<file path="src/rtl/ram_init_sequencer.sv">
// rtl/ram_init_sequencer.sv - DDR controller bring-up/recovery sequencer
// Optional RAM_INIT_RETRY_EN: bounded reset retries on calibration timeout instead of failing at once.
module ram_init_sequencer #(
  parameter int RESET_CYCLES  = 16,
  parameter int CALIB_TIMEOUT = 1000000,
  parameter int SETTLE_CYCLES = 8,
  parameter int MAX_RETRIES   = 3
) (
  input  logic       clk_memory,
  input  logic       rst,
  input  logic       calib_done,
  input  logic       restart,
  output logic       mem_resetn,
  output logic       aresetn_memory,
  output logic       ready,
  output logic       fail,
  output logic [3:0] retry_count
);

  localparam int CNT_MAX = (RESET_CYCLES > CALIB_TIMEOUT) ? RESET_CYCLES : CALIB_TIMEOUT;
  localparam int CNT_W   = $clog2(CNT_MAX + 1);
  localparam int SET_W   = $clog2(SETTLE_CYCLES + 1);

  localparam logic [CNT_W-1:0] RESET_LAST   = CNT_W'(RESET_CYCLES - 1);
  localparam logic [CNT_W-1:0] TIMEOUT_LAST = CNT_W'(CALIB_TIMEOUT - 1);
  localparam logic [SET_W-1:0] SETTLE_LAST  = SET_W'(SETTLE_CYCLES - 1);

  typedef enum logic [2:0] {
    ST_RESET_HOLD,
    ST_WAIT_CALIB,
    ST_SETTLE,
    ST_RUN,
    ST_FAIL
  } state_t;

  state_t           state;
  state_t           next_state;
  logic             calib_meta;
  logic             calib_sync;
  logic [CNT_W-1:0] cnt;
  logic [SET_W-1:0] settle_cnt;
  logic             cnt_clr;
  logic             settle_clr;
  logic             mem_resetn_d;
  logic             aresetn_memory_d;
  logic             ready_d;
  logic             fail_d;
`ifdef RAM_INIT_RETRY_EN
  logic             retry_inc;
  logic             retry_clr;
`endif

  always_ff @(posedge clk_memory or posedge rst) begin
    if (rst) begin
      calib_meta <= 1'b0;
      calib_sync <= 1'b0;
    end else begin
      calib_meta <= calib_done;
      calib_sync <= calib_meta;
    end
  end

  // cnt is shared: reset-hold length, then the calibration timeout, which keeps
  // running through SETTLE so a glitchy calibration cannot extend the deadline.
  always_ff @(posedge clk_memory or posedge rst) begin
    if (rst) begin
      state          <= ST_RESET_HOLD;
      cnt            <= '0;
      settle_cnt     <= '0;
      mem_resetn     <= 1'b0;
      aresetn_memory <= 1'b0;
      ready          <= 1'b0;
      fail           <= 1'b0;
    end else begin
      state <= next_state;
      if (cnt_clr)
        cnt <= '0;
      else if (cnt != '1)
        cnt <= cnt + CNT_W'(1);
      if (settle_clr)
        settle_cnt <= '0;
      else if (state == ST_SETTLE && settle_cnt != '1)
        settle_cnt <= settle_cnt + SET_W'(1);
      mem_resetn     <= mem_resetn_d;
      aresetn_memory <= aresetn_memory_d;
      ready          <= ready_d;
      fail           <= fail_d;
    end
  end

  always_comb begin
    next_state = state;
    cnt_clr    = 1'b0;
    settle_clr = 1'b0;
`ifdef RAM_INIT_RETRY_EN
    retry_inc  = 1'b0;
    retry_clr  = 1'b0;
`endif
    if (restart) begin
      next_state = ST_RESET_HOLD;
      cnt_clr    = 1'b1;
`ifdef RAM_INIT_RETRY_EN
      retry_clr  = 1'b1;
`endif
    end else begin
      case (state)
        ST_RESET_HOLD: begin
          if (cnt >= RESET_LAST) begin
            next_state = ST_WAIT_CALIB;
            cnt_clr    = 1'b1;
          end
        end
        ST_WAIT_CALIB: begin
          if (calib_sync) begin
            next_state = ST_SETTLE;
            settle_clr = 1'b1;
          end else if (cnt >= TIMEOUT_LAST) begin
`ifdef RAM_INIT_RETRY_EN
            if (retry_count < 4'(MAX_RETRIES)) begin
              next_state = ST_RESET_HOLD;
              cnt_clr    = 1'b1;
              retry_inc  = 1'b1;
            end else begin
              next_state = ST_FAIL;
            end
`else
            next_state = ST_FAIL;
`endif
          end
        end
        ST_SETTLE: begin
          if (!calib_sync) begin
            next_state = ST_WAIT_CALIB;
          end else if (settle_cnt >= SETTLE_LAST) begin
            next_state = ST_RUN;
`ifdef RAM_INIT_RETRY_EN
            retry_clr  = 1'b1;
`endif
          end
        end
        ST_RUN: begin
          if (!calib_sync) begin
            next_state = ST_RESET_HOLD;
            cnt_clr    = 1'b1;
          end
        end
        ST_FAIL: next_state = ST_FAIL;
        default: begin
          next_state = ST_RESET_HOLD;
          cnt_clr    = 1'b1;
        end
      endcase
    end
  end

  // Outputs are decoded from next_state so the registered copies change on the transition edge.
  always_comb begin
    mem_resetn_d     = 1'b1;
    aresetn_memory_d = 1'b0;
    ready_d          = 1'b0;
    fail_d           = 1'b0;
    case (next_state)
      ST_RESET_HOLD: mem_resetn_d = 1'b0;
      ST_RUN: begin
        aresetn_memory_d = 1'b1;
        ready_d          = 1'b1;
      end
      ST_FAIL: begin
        mem_resetn_d = 1'b0;
        fail_d       = 1'b1;
      end
      default: mem_resetn_d = 1'b1;
    endcase
  end

`ifdef RAM_INIT_RETRY_EN
  always_ff @(posedge clk_memory or posedge rst) begin
    if (rst)
      retry_count <= 4'd0;
    else if (retry_clr)
      retry_count <= 4'd0;
    else if (retry_inc)
      retry_count <= retry_count + 4'd1;
  end
`else
  assign retry_count = 4'd0;
`endif

endmodule

</file>
<file path="config.mk">
export PLATFORM = sky130hd
export DESIGN_NAME = ram_init_sequencer
export DESIGN_NICKNAME = d
export VERILOG_FILES = /design/src/rtl/ram_init_sequencer.sv
export SDC_FILE = /design/constraint.sdc
export NUM_CORES = 1
export LEC_CHECK = 0
export BUFFER_PORTS_ARGS = -buffer_cell sky130_fd_sc_hd__buf_4
export CAP_MARGIN = 40
export CORE_MARGIN = 5
export CORE_UTILIZATION = 47
export DETAILED_ROUTE_END_ITERATION = 8
export GPL_TIMING_DRIVEN = 0
export PLACE_DENSITY = 0.69
export SYNTH_ARGS = -nofsm -noshare
export SYNTH_HDL_FRONTEND = slang
export SYNTH_SLANG_ARGS = --single-unit
</file>
<file path="constraint.sdc">
create_clock -name clk_memory -period 2.9 [get_ports clk_memory]
set_clock_uncertainty 0.05 [all_clocks]
set_input_delay 0.29 -clock clk_memory [delete_from_list [all_inputs] [get_ports clk_memory]]
set_output_delay 0.29 -clock clk_memory [all_outputs]
set_load 0.02 [all_outputs]
</file>
==> tab_implementation.tex <==
\begin{tabular}{lr}
\hline
Metric & Value \\
\hline
\multicolumn{2}{l}{\textbf{Logic synthesis}} \\
\quad Post-synth top area cell & sky130\_fd\_sc\_hd\_\_dfrtp\_1 \\
\quad Mapped Area & 1730 sq um \\
\quad Total of warnings raised by yosys & 0 \\
\quad Leading register cell type out of synthesis & sky130\_fd\_sc\_hd\_\_dfrtp\_1 \\
\quad Number of synthesized flops with an enable pin & 0 \\
\quad Number of distinct standard cells referenced by the synthesized netlist & 42 \\
\quad Post-Synthesis Cells & 183 \\
\quad Leading cell types by total area after synthesis & sky130\_fd\_sc\_hd\_\_dfrtp\_1 46\%, sky130\_fd\_sc\_hd\_\_nor2\_1 6.9\%, sky130\_fd\_sc\_hd\_\_xnor2\_1 5.6\%, sky130\_fd\_sc\_hd\_\_and4\_1 3.0\%, sky130\_fd\_sc\_hd\_\_nand3\_1 2.6\% \\
\quad Average cell area after synthesis & around 9.5 sq um \\
\quad Synth top area share & 0.462 \\
\quad Async set or reset register ratio after synthesis & 1.00 \\
\quad List of most frequent post-synthesis cells & 32 x sky130\_fd\_sc\_hd\_\_dfrtp\_1, 32 x sky130\_fd\_sc\_hd\_\_nor2\_1, 12 x sky130\_fd\_sc\_hd\_\_nand2\_1 \\
\quad Sequential share of the synthesized area & 0.462 \\
\quad Synth Register Bits & 32 \\
\multicolumn{2}{l}{\textbf{Floorplan}} \\
\quad Die Ht & roughly 71 um \\
\quad Boundary Pins & 12 \\
\quad Num rows & 22 \\
\quad Core Footprint & 3610 sq um \\
\quad Initial cell density of the core & 0.481 \\
\quad Die ar. & 5000 sq um \\
\quad Die span in x & 70.7 um \\
\multicolumn{2}{l}{\textbf{Status}} \\
\quad Outcome & complete, no violations \\
\multicolumn{2}{l}{\textbf{Flow run}} \\
\quad Maxcap violations & 0 \\
\multicolumn{2}{l}{\textbf{Finish}} \\
\quad Layout Cell Area excl Fill & 2000 sq um \\
\quad Number of nets in the layout & between 200 and 250 \\
\quad P\&R area growth vs syn & 15.2\% \\
\quad Filler Cell Count & between 300 and 400 \\
\quad Fraction of final layout cells with drive strength greater than 1 & 0.134 \\
\quad End-of-flow core utilization & 0.553 \\
\quad Reg area & 801 sq um \\
\quad Diode count & 0 \\
\quad Multi-input gate area & approximately 860 sq um \\
\multicolumn{2}{l}{\textbf{CTS}} \\
\quad Clock transition time at the flip-flop clock pins of the worst setup and hold paths & about 0.070 ns \\
\quad Number of H-tree levels & 2 \\
\quad Clock Sink Count & 32 \\
\quad Clock tree buffer depth & 2 \\
\quad Hold buffer count at CTS & 0 \\
\quad Count of buffers added by post-CTS timing repair for setup & 0 \\
\quad Clock tree root driver cell & sky130\_fd\_sc\_hd\_\_clkbuf\_8 \\
\quad Worst-Skew Late Latency & 0.28 ns \\
\quad CTS tree & built \\
\quad Number of clock buffers inserted by TritonCTS & 5 \\
\quad Post-cts sizing count & 0 \\
\multicolumn{2}{l}{\textbf{Min path}} \\
\quad Worst hold path class & in2async \\
\multicolumn{2}{l}{\textbf{GRT}} \\
\quad Total Routing Usage GR & 0.148 \\
\quad Total grt overflow & 0 \\
\quad Vias in the first global route & 1,313 \\
\quad Initial antenna violation count & 0 \\
\quad Largest net degree at the start of global routing & 18 \\
\quad First-pass GRT wire length & slightly below 6000 um \\
\multicolumn{2}{l}{\textbf{Timing}} \\
\quad Achievable clock frequency & 0.453 GHz \\
\quad Final hold violations & 0 \\
\quad Worst Hold Margin & 0.0666 ns \\
\quad Final-report setup violation count & 0 \\
\quad RSZ-0062 raised after global routing & false \\
\quad Clock period minus final worst setup slack & $\sim$2.2 ns \\
\quad Worst-Margin Slew & 0.698 ns \\
\quad Share of the clock period used by the worst path after layout & 0.762 \\
\quad Setup Total Neg Slack & 0 ns \\
\quad Headroom to the max-slew limit & 0.534 \\
\quad Number of slew-limit violations in the final report & 0 \\
\multicolumn{2}{l}{\textbf{Drt}} \\
\quad DRC & 0 \\
\quad Via density & between 5 and 6 \\
\quad Average detailed-routed wire length per instance & between 10 and 15 um \\
\quad Violation count after the first detailed-route iteration & 153 \\
\quad Remaining number of nets flagged by the antenna check after routing & 0 \\
\quad Routed wire length & 3420 um \\
\quad 1st-pass router iterations & 4 \\
\quad Number of vias after detailed routing & around 1.4k \\
\multicolumn{2}{l}{\textbf{Worst setup path}} \\
\quad Cell type of the slowest stage on the worst timing path & sky130\_fd\_sc\_hd\_\_or4\_1 \\
\quad Data arrival time at the worst-slack endpoint & 2.32 ns \\
\quad CP Cell Sequence & or4\_1 -> nor4\_2 -> a41oi\_1 -> or2\_1 -> buf\_6 -> a311oi\_1 \\
\quad Endpoint class of the critical path & flip-flop \\
\quad R2R cell count & 6 \\
\quad Slowest stage delay, CP & 0.56 ns \\
\quad Crit. path cell count & 6 \\
\quad CP bufs+invs & 1 \\
\quad Family of cells with the greatest summed delay on the critical path & simple AND/OR/NAND/NOR gates \\
\quad CP Max Fanout & 10 \\
\quad Worst Setup Path Type & reg2reg \\
\quad Req. time, crit path & between 3 and 4 ns \\
\quad Startpoint kind of the worst setup timing path & flip-flop \\
\quad Worst R2R Setup Slack & 0.69 ns \\
\multicolumn{2}{l}{\textbf{Placement}} \\
\quad Placed cell areas & 1880 sq um \\
\quad Port Buffers & 7 \\
\quad Half-perimeter wire length of the detailed placement result & 2540 um \\
\quad Placer Congestion & 0.797 \\
\multicolumn{2}{l}{\textbf{Power}} \\
\quad Share of total power in the clock network & 0.436 \\
\quad Fraction of power consumed by combinational cells & 0.072 \\
\quad P\_int & around 0.00074 W \\
\quad P\_leak & 0.877 nW \\
\quad Total Power Consumption & 0.000959 W \\
\quad Power per standard cell area & 480 nW/um\^{}2 \\
\quad Peak supply drop & between 0.0003 and 0.0004 V \\
\quad Sw frac & 0.226 \\
\quad Switching power & around 0.00022 W \\
\quad Sequential cell fraction of total power & 0.491 \\
\hline
\end{tabular}
-- path summary, 6_finish.rpt --
check	startpoint	to
setup / recovery	cnt[16]	cnt[16]
hold / removal	rst	state[1]
setup reg to reg	cnt[16]	cnt[16]
hold reg to reg	calib_meta	calib_sync
max in group asynchronous	rst	cnt[5]
min in group clk_memory	calib_done	calib_meta
-- cells by family after synthesis --
kind of cell	after synthesis	synth area share
other cells	1	0.00216
flops	32	0.462
fa+ha+maj	2	0.0144
simple gates	93	0.284
xor+xnor	16	0.0809
buf+inv	13	0.0484
mux	3	0.0173
compound gates	23	0.0903
-- power groups by stage --
stage	Sequential (W)	Clock, W	Combinational (W)
after floorplan	0.000475	0	0.0000499
after global placement	0.000477	0	0.0000602
after detailed placement	0.000479	0	0.0000697
after CTS	0.000470	0.000433	0.0000699
after global routing	0.000472	0.000461	0.0000779
final	0.000471	0.000418	0.0000693
-- per-layer routing --
layer / share of wire / up-vias / track usage
met3: 0.037 / 4 / 0.0511
li1: - / 683 / -
met4: 0.012 / 0 / 0.0585
met5: 0 / - / 0
met2: 0.48 / 27 / 0.218
met1: 0.47 / 680 / 0.198
-- registers in the layout, summed over array words and instances, names as in the netlist --
signal / count
calib_meta: 1
calib_sync: 1
cnt: 20
fail: 1
mem_resetn: 1
ready: 1
settle_cnt: 4
state: 3
-- area by class of cell --
type                       count  share of cell area
multi-input combinational    141               0.431
sequential                    32               0.401
timing repair buffer           8              0.0401
buffer                        10              0.0364
clock buffer                   5              0.0345
tap                           48              0.0301
clock inverter                 3              0.0213
inverter                       3             0.00564
-- cells in the final DEF (no fill, tap or decap), drive strengths merged, types with 2 or more instances in the layout --
cell type and n:
nand4b 2, nand3 9, buf 15, nand2b 2, nor4b 2, nand4 6
clkbuf 8, or3 2, a41oi 2, dfrtp 32, and2 3, a31oi 2
o21ai 4, nor3b 2, and3 2, nand2 12, a311oi 3, mux2i 3
nor3 7, or2 2, inv 3, conb 4, ha 2, nor2 32
xnor2 11, xor2 5, a21oi 5, and4 6
-- metrics by stage --
step	worst slack [ns]	instances
2_1_floorplan	0.965	186
3_3_place_gp	0.775	241
3_5_place_dp	0.697	242
4_1_cts	0.677	250
5_1_grt	0.556	250
6_report	0.691	250
No activity file was read; power rests on OpenSTA's default activity.
